$ cat config.mk
export PLATFORM = sky130hd
export DESIGN_NAME = aether_engine_cmd_issuer_flat
export DESIGN_NICKNAME = d
export VERILOG_FILES = /design/src/rtl/aether_engine_cmd_issuer_if.sv /design/src/rtl/aether_engine_cmd_issuer.sv /design/src/flat_wrapper.sv
export SDC_FILE = /design/constraint.sdc
export NUM_CORES = 1
export LEC_CHECK = 0
export BUFFER_PORTS_ARGS = -buffer_cell sky130_fd_sc_hd__buf_2
export CAP_MARGIN = 20
export CORE_MARGIN = 2
export CORE_UTILIZATION = 51
export DETAILED_ROUTE_END_ITERATION = 6
export GPL_TIMING_DRIVEN = 0
export PLACE_DENSITY = 0.76
export SYNTH_ARGS = -nofsm -noshare
export SYNTH_HDL_FRONTEND = slang
export SYNTH_SLANG_ARGS = --single-unit
$ cat constraint.sdc
create_clock -name clk_i -period 2.2 [get_ports clk_i]
set_input_delay 0.22 -clock clk_i [delete_from_list [all_inputs] [get_ports clk_i]]
set_output_delay 0.22 -clock clk_i [all_outputs]
set_load 0.02 [all_outputs]
$ cat src/rtl/aether_engine_cmd_issuer_if.sv
// Host request, decoder command and read-response signals of the Aether Engine command issuer.
// The issuer takes the slave side; the host/decoder environment takes the master side.
interface aether_engine_cmd_issuer_if;
   logic        req_valid_i;
   logic        req_ready_o;
   logic [3:0]  req_op_i;
   logic [3:0]  req_sel_i;
   logic [15:0] req_data_i;
   logic [23:0] cmd_o;
   logic        buffer_full_i;
   logic [15:0] data_i;
   logic        rsp_valid_o;
   logic [15:0] rsp_data_o;
   logic [3:0]  rsp_sel_o;
   logic        err_illegal_o;
   logic        busy_o;

   modport master (
      output req_valid_i, req_op_i, req_sel_i, req_data_i, buffer_full_i, data_i,
      input  req_ready_o, cmd_o, rsp_valid_o, rsp_data_o, rsp_sel_o, err_illegal_o, busy_o
   );

   modport slave (
      input  req_valid_i, req_op_i, req_sel_i, req_data_i, buffer_full_i, data_i,
      output req_ready_o, cmd_o, rsp_valid_o, rsp_data_o, rsp_sel_o, err_illegal_o, busy_o
   );
endinterface

$ cat src/rtl/aether_engine_cmd_issuer.sv
// Aether Engine command issuer: queues host requests and presents each as a one-cycle
// command on the decoder bus, holding NOP otherwise and capturing READ_REG responses.
module aether_engine_cmd_issuer #(
   parameter int FifoDepth   = 4,
   parameter int ReadLatency = 1,
   parameter int BootReset   = 1
) (
   input logic                       clk_i,
   input logic                       rst_ni,
   aether_engine_cmd_issuer_if.slave bus
);
   localparam int            PtrW        = $clog2(FifoDepth);
   localparam logic [PtrW:0] FullCount   = (PtrW + 1)'(FifoDepth);
   localparam logic [3:0]    LatencyLoad = 4'(ReadLatency);
   localparam logic [23:0]   BootCmd     = 24'h100000;
   localparam logic [3:0]    OpRead      = 4'd3;
   localparam logic [3:0]    OpLast      = 4'd4;

   typedef enum logic [1:0] {BOOT, IDLE, WAIT_RSP} state_e;

   state_e          state, state_nxt;
   logic [23:0]     fifo_mem [FifoDepth];
   logic [PtrW-1:0] wr_ptr, rd_ptr;
   logic [PtrW:0]   count;
   logic [23:0]     head;
   logic            empty, full, push, pop, read_pop;
   logic [3:0]      wait_cnt, pend_sel;
   logic [23:0]     cmd_nxt;
   logic            err_nxt, rsp_capture;

   assign empty           = (count == '0);
   assign full            = (count == FullCount);
   assign push            = bus.req_valid_i & ~full;
   assign head            = fifo_mem[rd_ptr];
   assign read_pop        = pop && (head[23:20] == OpRead);
   assign bus.req_ready_o = ~full;
   assign bus.busy_o      = ~empty || (state != IDLE);

   // Request storage carries no reset; occupancy is governed by count alone.
   always_ff @(posedge clk_i) begin
      if (push) begin
         fifo_mem[wr_ptr] <= {bus.req_op_i, bus.req_sel_i, bus.req_data_i};
      end
   end

   always_ff @(posedge clk_i or negedge rst_ni) begin
      if (!rst_ni) begin
         wr_ptr <= '0;
         rd_ptr <= '0;
         count  <= '0;
      end else begin
         if (push) wr_ptr <= wr_ptr + 1'b1;
         if (pop)  rd_ptr <= rd_ptr + 1'b1;
         if (push && !pop) begin
            count <= count + 1'b1;
         end else if (!push && pop) begin
            count <= count - 1'b1;
         end
      end
   end

   always_ff @(posedge clk_i or negedge rst_ni) begin
      if (!rst_ni) begin
         state <= (BootReset != 0) ? BOOT : IDLE;
      end else begin
         state <= state_nxt;
      end
   end

   always_comb begin
      state_nxt = state;
      case (state)
         BOOT:     if (!bus.buffer_full_i) state_nxt = IDLE;
         IDLE:     if (!empty && !bus.buffer_full_i && head[23:20] == OpRead) state_nxt = WAIT_RSP;
         WAIT_RSP: if (wait_cnt == '0) state_nxt = IDLE;
         default:  state_nxt = IDLE;
      endcase
   end

   // Back-pressure only matters when something would be driven; WAIT_RSP always holds NOP.
   always_comb begin
      pop         = 1'b0;
      cmd_nxt     = '0;
      err_nxt     = 1'b0;
      rsp_capture = 1'b0;
      case (state)
         BOOT: begin
            if (!bus.buffer_full_i) cmd_nxt = BootCmd;
         end
         IDLE: begin
            if (!empty && !bus.buffer_full_i) begin
               pop = 1'b1;
               if (head[23:20] <= OpLast) begin
                  cmd_nxt = head;
               end else begin
                  err_nxt = 1'b1;
               end
            end
         end
         WAIT_RSP: begin
            rsp_capture = (wait_cnt == '0);
         end
         default: begin
         end
      endcase
   end

   always_ff @(posedge clk_i or negedge rst_ni) begin
      if (!rst_ni) begin
         bus.cmd_o         <= '0;
         bus.err_illegal_o <= 1'b0;
         bus.rsp_valid_o   <= 1'b0;
         bus.rsp_data_o    <= '0;
         bus.rsp_sel_o     <= '0;
         wait_cnt          <= '0;
         pend_sel          <= '0;
      end else begin
         bus.cmd_o         <= cmd_nxt;
         bus.err_illegal_o <= err_nxt;
         bus.rsp_valid_o   <= rsp_capture;
         if (rsp_capture) begin
            bus.rsp_data_o <= bus.data_i;
            bus.rsp_sel_o  <= pend_sel;
         end
         if (read_pop) begin
            wait_cnt <= LatencyLoad;
            pend_sel <= head[19:16];
         end else if (state == WAIT_RSP && wait_cnt != '0) begin
            wait_cnt <= wait_cnt - 1'b1;
         end
      end
   end
endmodule

$ cat src/flat_wrapper.sv
// flat-port wrapper written by rule: the top's interface ports become plain ports
module aether_engine_cmd_issuer_flat 
#(
   parameter int FifoDepth   = 4,
   parameter int ReadLatency = 1,
   parameter int BootReset   = 1
)
  (clk_i, rst_ni, bus_req_valid_i, bus_req_op_i, bus_req_sel_i, bus_req_data_i, bus_buffer_full_i, bus_data_i, bus_req_ready_o, bus_cmd_o, bus_rsp_valid_o, bus_rsp_data_o, bus_rsp_sel_o, bus_err_illegal_o, bus_busy_o);
  aether_engine_cmd_issuer_if bus_i ();
  input logic clk_i;
  input logic rst_ni;
  input wire logic [$bits(bus_i.req_valid_i)-1:0] bus_req_valid_i;
  input wire logic [$bits(bus_i.req_op_i)-1:0] bus_req_op_i;
  input wire logic [$bits(bus_i.req_sel_i)-1:0] bus_req_sel_i;
  input wire logic [$bits(bus_i.req_data_i)-1:0] bus_req_data_i;
  input wire logic [$bits(bus_i.buffer_full_i)-1:0] bus_buffer_full_i;
  input wire logic [$bits(bus_i.data_i)-1:0] bus_data_i;
  output wire logic [$bits(bus_i.req_ready_o)-1:0] bus_req_ready_o;
  output wire logic [$bits(bus_i.cmd_o)-1:0] bus_cmd_o;
  output wire logic [$bits(bus_i.rsp_valid_o)-1:0] bus_rsp_valid_o;
  output wire logic [$bits(bus_i.rsp_data_o)-1:0] bus_rsp_data_o;
  output wire logic [$bits(bus_i.rsp_sel_o)-1:0] bus_rsp_sel_o;
  output wire logic [$bits(bus_i.err_illegal_o)-1:0] bus_err_illegal_o;
  output wire logic [$bits(bus_i.busy_o)-1:0] bus_busy_o;
  assign bus_i.req_valid_i = bus_req_valid_i;
  assign bus_i.req_op_i = bus_req_op_i;
  assign bus_i.req_sel_i = bus_req_sel_i;
  assign bus_i.req_data_i = bus_req_data_i;
  assign bus_i.buffer_full_i = bus_buffer_full_i;
  assign bus_i.data_i = bus_data_i;
  assign bus_req_ready_o = bus_i.req_ready_o;
  assign bus_cmd_o = bus_i.cmd_o;
  assign bus_rsp_valid_o = bus_i.rsp_valid_o;
  assign bus_rsp_data_o = bus_i.rsp_data_o;
  assign bus_rsp_sel_o = bus_i.rsp_sel_o;
  assign bus_err_illegal_o = bus_i.err_illegal_o;
  assign bus_busy_o = bus_i.busy_o;
  aether_engine_cmd_issuer #(.FifoDepth(FifoDepth), .ReadLatency(ReadLatency), .BootReset(BootReset)) u_core (.clk_i(clk_i), .rst_ni(rst_ni), .bus(bus_i));
endmodule
* Word-level counts from Yosys, hierarchy flattened
Memory sizes are Yosys's and may differ from the RTL's.
Index checks and enable logic that the tools add are counted.
** Cells by class
- Add/sub/neg operators :: 5
- Order comparisons :: 1
- Equal/unequal tests :: 8
- Muxes and demuxes :: 20
- Bitwise gates (word level) :: 3
- Reductions and logical operators :: 18
** Operators with widths (count)
- $mux 24 :: 2
- $pmux 24 s2 :: 1
- $mux 21 :: 1
- $mux 1 :: 8
- $mux 4 :: 2
- $logic_and 1x1->1 :: 6
- $mux 2 :: 3
- $mux 3 :: 2
- $ne 2x1->1 const B :: 3
- $pmux 2 s3 :: 1
- $add 2x1->2 const B :: 2
- $eq 4x2->1 const B :: 1
- $le 4x3->1 const B :: 1
- $logic_not 1->1 :: 4
- $logic_not 4->1 :: 1
- $reduce_bool 2->1 :: 2
- $reduce_bool 4->1 :: 1
- $sub 4x1->4 const B :: 1
- $add 3x1->3 const B :: 1
- $eq 3x3->1 const B :: 1
- $logic_not 3->1 :: 1
- $reduce_and 3->1 :: 1
- $sub 3x1->3 const B :: 1
- $eq 2x1->1 const B :: 1
- 6 further kinds :: 7
** Word-level totals
- Register bits after elaboration :: 63
- Memory bits (writable) :: 96
- Input bits :: 44
- Output and inout bits :: 48
- Word-level logic and storage cells :: 67
- Memories kept :: 1
** Memory list
- u_core.fifo_mem :: depth 4, width 24, rd ports 1, clocked after Yosys merged registers in 0, write ports 1, line aether_engine_cmd_issuer.sv:22 : logic [23:0] fifo_mem [FifoDepth];

* Logic depth before layout (Yosys ltp)
Gate-level depths: netlist of run 1.
- Depth after elaboration :: 8
- Depth in mapped cells :: 9
- Gate-level depth less buffers :: 9

* Worst setup path before layout of run 1
OpenSTA, ideal clock, no wires.
- Kind :: reg2reg
- Start :: reg u_core.count[0]
- End :: reg u_core.count[2]
- Library setup time :: 0.079 ns
- Arrival :: 2.098 ns
- Data required time :: 2.121 ns
- Path slack :: 0.023 ns
- Stages on the path, launching flop included :: 10
- Period minus slack after synthesis :: 2.177 ns
- Path through :: dfrtp_1 -> nor3_1 -> nor3_1 -> inv_1 -> ha_1 -> inv_1 -> fa_1 -> xor2_1 -> nor2_1 -> xor2_1
** Between the ends
- Longest elaborated chain between the ends :: 8
** RTL lines
- start, declared :: line aether_engine_cmd_issuer.sv:24 : logic [PtrW:0] count;
- start signal, assigned :: line aether_engine_cmd_issuer.sv:55 : count <= count + 1'b1;
- start signal, assigned :: line aether_engine_cmd_issuer.sv:57 : count <= count - 1'b1;
- $logic_not 3->1 :: line aether_engine_cmd_issuer.sv:31 : assign empty = (count == '0);
- $logic_not 1->1 :: line aether_engine_cmd_issuer.sv:91 : if (!empty && !bus.buffer_full_i) begin
- $logic_and 1x1->1 :: line aether_engine_cmd_issuer.sv:91
- $mux 1 :: line aether_engine_cmd_issuer.sv:91
- $mux 1 :: line aether_engine_cmd_issuer.sv:86 : case (state)
- $logic_not 1->1 :: line aether_engine_cmd_issuer.sv:54 : if (push && !pop) begin
- $logic_and 1x1->1 :: line aether_engine_cmd_issuer.sv:54
- $mux 3 / $reduce_bool 2->1 (equally long branches)
Parallel ways exist; a longest one is shown, timed or not. The select of a mux whose other input is x is not followed.
A chain may end at the register's enable or synchronous reset.

* Worst setup path in the final report of run 1
- Start :: reg u_core.rd_ptr[0]
- End :: reg u_core.pend_sel[3]
** Between the ends
- Longest elaborated chain between the ends :: 3
** RTL lines
- start, declared :: line aether_engine_cmd_issuer.sv:23 : logic [PtrW-1:0] wr_ptr, rd_ptr;
- start signal, assigned :: line aether_engine_cmd_issuer.sv:53 : if (pop) rd_ptr <= rd_ptr + 1'b1;
- $mem_v2 4x24 *
- $eq 4x2->1 :: line aether_engine_cmd_issuer.sv:35 : assign read_pop = pop && (head[23:20] == OpRead);
- $logic_and 1x1->1 :: line aether_engine_cmd_issuer.sv:35
- end signal, assigned :: line aether_engine_cmd_issuer.sv:127 : pend_sel <= head[19:16];
- end, declared :: line aether_engine_cmd_issuer.sv:27 : logic [3:0] wait_cnt, pend_sel;
Every way passes the cells marked *; elsewhere a longest branch is shown, timed or not.

==> key figures, run 1 <==
Drt
  • Avg Vias per Cell: 5.153
  • Via count: 3,071
  • Drt wl/cell: 17.94 µm
  • Drt first pass iters: 4
  • Post-route ant nets: 0
  • Drt initial violations: 171
  • Final WL: 10,690 µm
  • DRC errors left: 0

Logic synthesis
  • Post-synth ARST share: 39.62%
  • Area fraction of the dominant cell type after synthesis: 48.30%
  • Synth Flop Type: edfxtp_1
  • Synth Register Bits: 159
  • Largest area contributor in the netlist: edfxtp_1
  • Mapped Area: 5968 µm²
  • Syn Nets: 362
  • Count leader, synth: edfxtp_1
  • Unique masters post-synth: 33
  • Synth cell count leaders: 96 x edfxtp_1, 63 x dfrtp_1, 22 x mux2_2, 22 x mux4_2, 22 x nor2b_1
  • Sequential area share after synthesis: 74.72%
  • Total number of yosys warnings: 0
  • Syn Area/Cell: 19.25 µm²
  • Post-synth EDFFs: 96
  • Ranking of synthesized cells by area: edfxtp_1 48%, dfrtp_1 26%, mux4_2 8.3%
  • Synth Instances: 310

STA
  • Setup violators final: 0
  • Pins Over Slew Limit: 0
  • Rel. slew slack: 46.39%
  • Fin worst setup slack: 0.1014 ns
  • Fmax: 476.5 MHz
  • Fin crit share: 95.39%
  • RSZ-0062 raised after global routing: no
  • Worst Tran Pin Value: 0.8041 ns
  • Final Critical Period: 2.099 ns
  • Fin. Hold Viols: 0
  • Clock Skew: 0.006378 ns

Final layout
  • Area added between synthesis and finish: 24.53%
  • Fin area: 7432 µm²
  • Area occupied by multi-input gates: 1443 µm²
  • Storage cell area: 4461 µm²
  • Antenna Cells: 0
  • Fillers: 810
  • Share of cells above drive strength 1: 42.38%
  • Layout Nets: 492
  • Post-layout util: 65.09%

Global routing
  • Vias in the first global route: 3,224
  • Initial antenna violation count: 0
  • Largest net degree at the start of global routing: 64
  • Overflow left after global routing: 0
  • First-pass GRT wire length: 17,190 µm
  • Total GRT Usage: 18.47%

Floorplanning
  • I/O pin cnt: 92
  • Die ar.: 12,580 µm²
  • Core Rows: 39
  • Die Y: 112.2 µm
  • Starting density of the core: 52.27%
  • Core area: 11,420 µm²
  • Die width: 112.2 µm

Worst setup path
  • Buf/Inv on CP: 2
  • Worst Setup End Kind: register
  • Top delay family on crit path: multiplexers
  • Worst Setup Start Kind: register
  • CP Data Required Time: 2.51 ns
  • CP Class: reg2reg
  • Cells along the critical path: buf_6 -> mux4_2 -> nor4_4 -> and3_1 -> buf_6 -> mux2_4
  • Crit path top cell by count: buf_6
  • CP peak stage delay: 0.55 ns
  • Worst path slowest cell: mux4_2
  • Crit Path Max Fanout: 6
  • Worst EP arrival: 2.41 ns

Clock tree
  • TritonCTS Buffers: 17
  • Worst-path clk slew: 0.06 ns
  • # clock sinks: 159
  • CTS tree: yes
  • Root Driver: clkbuf_16
  • Clk Latency, worst-skew pair: 0.42 ns
  • H-tree depth: 4
  • Max clock buf depth: 2

Power
  • Clk pwr share: 29.2%
  • Total power: 9.429 mW
  • Power Dens Cells: 1269 nW/µm²
  • Switching Power: 2.782 mW
  • Seq pwr share: 43.7%
  • Worst VDD drop: 0.0009451 V
  • Pleak: 3.080 nW
  • Logic pwr share: 27.0%
  • Internal: 6.647 mW
  • Switch share: 29.50%

Run
  • MaxCap Viol Count: 0

Min path
  • Min-delay worst type: in2reg

Run status
  • Status: completed

Placed design
  • Area after DPL: 6690 µm²
  • Final Wtd Congestion: 0.7192
  • Pre-CTS setup slack: -0.4141 ns
  • DPL Wire Length: 6712 µm
  • IO buf count: 91
[kinds of logic (layout without fill, tap and decap cells)]
family	count (synthesis)	after routing	synth area share (%)
AND/OR/NAND/NOR	57	57	5.577
multiplexers	50	50	14.34
flip-flops	159	159	74.72
XOR/XNOR	9	9	1.321
other	1	1	0.06283
AO/OA/AOI/OAI	7	7	0.6918
buffers and inverters	19	162	1.489
adder cells (fa/ha/maj)	8	8	1.803
[repair_timing]
| item | 4_1_cts | 5_1_grt |
|---|---|---|
| pin swaps | 2 | 4 |
| setup endpoints to repair | 11 | 13 |
| endpoints found under the hold margin | 99 | 0 |
| resized for setup | 6 | 2 |
| setup buffers | 6 | 2 |
| hold buffers | 10 | 0 |
[power by group through the flow]
stage,Combinational (mW),Clock (mW),Sequential [mW]
final,2.55,2.76,4.12
after global routing,2.79,2.94,4.19
after CTS,2.59,2.80,4.13
after detailed placement,2.47,0,4.13
after global placement,2.29,0,4.10
after floorplan,1.53,0,4.26
[through the flow]
stage / setup TNS, ns / hold WS, ns / cells
5_1_grt: 0 / 0.003747 / 596
3_3_place_gp: -0.6652 / 0.4290 / 544
2_1_floorplan: 0 / -0.07559 / 310
4_1_cts: 0 / 0.001028 / 595
6_report: 0 / 0.01629 / 596
3_5_place_dp: -1.040 / 0.3756 / 548
[path summary, 6_finish.rpt]
check / slack, ns / cells past startpoint / end / startpoint
setup / recovery: 0.10 / 6 / u_core.pend_sel[3] / u_core.rd_ptr[0]
hold / removal: 0.02 / 1 / u_core.fifo_mem[2][4] / bus_req_data_i[4]
setup reg to reg: 0.10 / 6 / u_core.pend_sel[3] / u_core.rd_ptr[0]
hold reg to reg: 0.47 / 1 / u_core.bus.cmd_o[20] / u_core.state[1]
max in group asynchronous: 1.18 / 2 / u_core.count[0] / rst_ni
min in group asynchronous: 0.45 / 2 / u_core.bus.rsp_data_o[12] / rst_ni
[layout by cell type, fill, tap and decap left out, drive strengths merged]
cell and count:
a21o 1, xnor2 4, ha 7, inv 15
mux2 26, conb 1, o21ai 3, fa 1
clkinvlp 1, clkdlybuf4s15 1, nand3 3, nor3 4
a31oi 1, xor2 5, mux4 24, or3b 1
a21oi 1, clkbuf 21, dlygate4sd3 10, buf 107
nand2b 3, o21a 1, clkinv 6, and3 7
bufinv 1, nor2b 22, nor2 9, nand2 4
dfrtp 63, nor4 1, and2 2, or2 1
edfxtp 96
[worst register-to-register path, delay by kind of cell, from the launching register on]
kind,cells,cell delay (ns)
buffers and inverters,2,0.25
AND/OR/NAND/NOR,2,0.54
multiplexers,2,0.85
flip-flops,1,0.34
[layer usage]
| layer | up-vias | global-route usage [%] | share of wire [%] | routed length [µm] |
|---|---|---|---|---|
| met2 | 105 | 30.16 | 50 | 5383 |
| li1 | 1422 | - | - | - |
| met1 | 1530 | 23.30 | 41 | 4374 |
| met3 | 14 | 6.587 | 7.3 | 782 |
| met5 | - | 0 | 0 | 0 |
| met4 | 0 | 6.260 | 1.4 | 153 |
[final cells by class]
cell class              instances  share of cell area, %
flip-flops and latches        159                  60.02
multi-input cells             132                  19.41
repair buffers                113                  9.461
clock buffers                  17                  5.724
well taps                     143                  2.407
clock inverters                15                  1.785
plain buffers                   9                 0.7912
inverters                       8                 0.4040
[state kept, by name (all words and copies together), names as in the netlist, 2 cells and up]
register	cells
u_core.rd_ptr	2
u_core.state	2
u_core.fifo_mem	96
u_core.wait_cnt	4
u_core.count	3
u_core.pend_sel	4
u_core.bus.rsp_sel_o	4
u_core.bus.rsp_data_o	16
u_core.bus.cmd_o	24
u_core.wr_ptr	2
(Power assumes the default switching activity.)
==> run 2: changes to the inputs <==
--- a/config.mk
+++ b/config.mk
@@ -8,10 +8,11 @@
 export BUFFER_PORTS_ARGS = -buffer_cell sky130_fd_sc_hd__buf_2
 export CAP_MARGIN = 20
 export CORE_MARGIN = 2
-export CORE_UTILIZATION = 51
+export CORE_UTILIZATION = 49
 export DETAILED_ROUTE_END_ITERATION = 6
 export GPL_TIMING_DRIVEN = 0
-export PLACE_DENSITY = 0.76
+export HOLD_SLACK_MARGIN = 0.15
+export PLACE_DENSITY = 0.73
 export SYNTH_ARGS = -nofsm -noshare
 export SYNTH_HDL_FRONTEND = slang
 export SYNTH_SLANG_ARGS = --single-unit
==> key figures, run 2 (same netlist as run 1, synthesis figures left out) <==
Final layout
  • Most common cell after layout, fill and taps aside: edfxtp_1
  • Most frequent cells in the layout: 96 x edfxtp_1, 92 x buf_2, 61 x dfrtp_1
  • Largest regs: u_core.fifo_mem (96), u_core.bus.cmd_o (24), u_core.bus.rsp_data_o (16)
  • Share of cells above drive strength 1: 39.17% (-3.2 points)
  • Number of flip-flops in the largest register: 96 (unchanged)
  • Non-Filler Instances: 627 (+5.2%)
  • Biggest register: u_core.fifo_mem
  • Fillers: 807 (-0.37%)
  • Post-layout util: 64.90% (-0.19 points)
  • Area added between synthesis and finish: 30.06%
  • Antenna Cells: 0 (unchanged)
  • Layout Nets: 519 (+5.5%)

Drt
  • Via count: 3,218 (+4.8%)
  • Avg Vias per Cell: 5.132 (-0.39%)
  • Drt first pass iters: 4 (unchanged)
  • Drt wl/cell: 17.41 µm (-3.0%)
  • Post-route ant nets: 0 (unchanged)
  • Final WL: 10,920 µm (+2.1%)
  • DRC errors left: 0 (unchanged)
  • Drt initial violations: 186 (+8.8%)

Placed design
  • IO buf count: 91 (unchanged)
  • Final Wtd Congestion: 0.6955 (-3.3%)
  • DPL Wire Length: 6909 µm (+2.9%)
  • Placed insts: 552 (+0.73%)

Floorplanning
  • I/O pin cnt: 92 (unchanged)
  • Die Y: 114.4 µm (+2.0%)
  • Die width: 114.4 µm (+2.0%)
  • Core area: 11,960 µm² (+4.8%)
  • Starting density of the core: 49.90% (-2.4 points)
  • Die ar.: 13,080 µm² (+3.9%)
  • Core Rows: 40 (+2.6%)

Global routing
  • Vias in the first global route: 3,508 (+8.8%)
  • Initial antenna violation count: 0 (unchanged)
  • Overflow left after global routing: 0 (unchanged)
  • Total GRT Usage: 18.44% (-0.028 points)
  • First-pass GRT wire length: 17,450 µm (+1.5%)
  • Largest net degree at the start of global routing: 64 (unchanged)

Clock tree
  • Root Driver: clkbuf_16
  • H-tree depth: 4 (unchanged)
  • # clock sinks: 159 (unchanged)
  • Worst-path clk slew: 0.06 ns (about the same)
  • Clk Latency, worst-skew pair: 0.42 ns (about the same)
  • TritonCTS Buffers: 17 (unchanged)
  • CTS tree: yes
  • Max clock buf depth: 2 (unchanged)

Worst setup path
  • Crit path top cell by count: buf_6
  • R2r startpoint: u_core.rd_ptr[0]
  • CP Data Required Time: 2.50 ns (about the same)
  • Worst EP arrival: 2.37 ns (-0.04 ns)
  • CP Class: reg2reg
  • Worst Setup End Kind: register
  • Worst Setup SP: u_core.rd_ptr[0]
  • Cells along the critical path: buf_6 -> mux4_2 -> nor4_4 -> and3_1 -> buf_6 -> mux2_4
  • Worst Setup Start Kind: register
  • Crit Path Max Fanout: 9 (+3)
  • CP peak stage delay: 0.56 ns (about the same)
  • Worst path slowest cell: mux4_2

Power
  • Total power: 9.487 mW (+0.61%)
  • Pleak: 3.188 nW (+3.5%)
  • Power Dens Cells: 1222 nW/µm² (-3.7%)
  • Worst VDD drop: 0.0008247 V (-13%)

STA
  • Rel. slew slack: 45.55% (-0.85 points)
  • Final Critical Period: 2.071 ns (-0.02763 ns)
  • Fin crit share: 94.14% (-1.3 points)
  • Clock Skew: 0.006705 ns (+0.0003269 ns)
  • Hold slack: 0.1770 ns (+0.1607 ns)
  • Pins Over Slew Limit: 0 (unchanged)
  • Setup violators final: 0 (unchanged)
  • Fmax: 482.9 MHz (+1.3%)
  • Fin. Hold Viols: 0 (unchanged)
  • Worst Tran Pin Value: 0.8168 ns (+0.01270 ns)
  • Setup TNS after final layout: 0 ns (unchanged)

Min path
  • Min-delay worst type: in2reg
  • HP Start: bus_req_valid_i

Run status
  • Status: completed

Run
  • MaxCap Viol Count: 0 (unchanged)
run 2: cell types whose count changed in the layout (fill, tap and decap cells not counted), moves of 2 or more:
cell           previous run  this run
clkbuf_1                  4         6
buf_8                     2         0
clkinvlp_4                1         4
clkinv_2                  3         1
inv_6                     6         4
buf_4                     9         4
buf_16                    2         4
dlygate4sd3_1            10        41
run 2: worst max-delay path, delay by kind of cell, from the launching register on:
family,cells,cell delay [ns]
muxes,2,0.86
DFF,1,0.33
buffers and inverters,2,0.30
and+or+nand+nor,2,0.45
run 2: worst paths after layout:
check                                  endpoint  slack, ns  cells after the start
min reg2reg                u_core.bus.cmd_o[20]       0.49                      1
max in group asynchronous       u_core.count[0]       1.17                      2
min                            u_core.wr_ptr[0]       0.18                      3
min in group asynchronous   u_core.bus.cmd_o[0]       0.43                      2
max reg2reg                  u_core.pend_sel[1]       0.13                      6
max                          u_core.pend_sel[1]       0.13                      6
run 2: power breakdown:
| part | switching (mW) | total [mW] | internal (mW) | leakage, nW |
|---|---|---|---|---|
| logic | 1.31 | 2.55 | 1.24 | 1.24 |
| clock network | 1.15 | 2.82 | 1.67 | 0.266 |
| registers | 0.264 | 4.12 | 3.86 | 1.68 |
run 2: repair_timing:
action / in CTS / in global routing
setup endpoints to repair: 5 / 6
setup buffers: 0 / 3
pin swaps: 0 / 3
hold endpoints to repair: 175 / 0
hold buffers: 41 / 0
resized for setup: 7 / 5
run 2: layout make-up:
class                   instances  area [µm²]  area share (%)
well taps                     147       183.9           2.369
inverters                       8       30.03          0.3868
flip-flops and latches        159        4462           57.48
repair buffers                139        1001           12.89
clock inverters                13       137.6           1.773
clock buffers                  19       432.9           5.577
plain buffers                  10       62.56          0.8059
multi-input cells             132        1453           18.71
run 2: through the flow:
step	cell area (µm²)	setup slack, ns
after global placement	6608	-0.3143
final	7762	0.1290
after floorplan	5968	0.02294
after detailed placement	6720	-0.4425
after CTS	7727	0.002418
after global routing	7762	-0.01256
run 2: metal layers:
layer	wire length, µm	part of all wire, %	GRT usage [%]	vias up
li1	-	-	-	1474
met1	4546	42	21.40	1620
met2	5576	51	31.63	110
met3	661	6.1	6.670	14
met4	132	1.2	6.829	0
met5	0	0	0	-
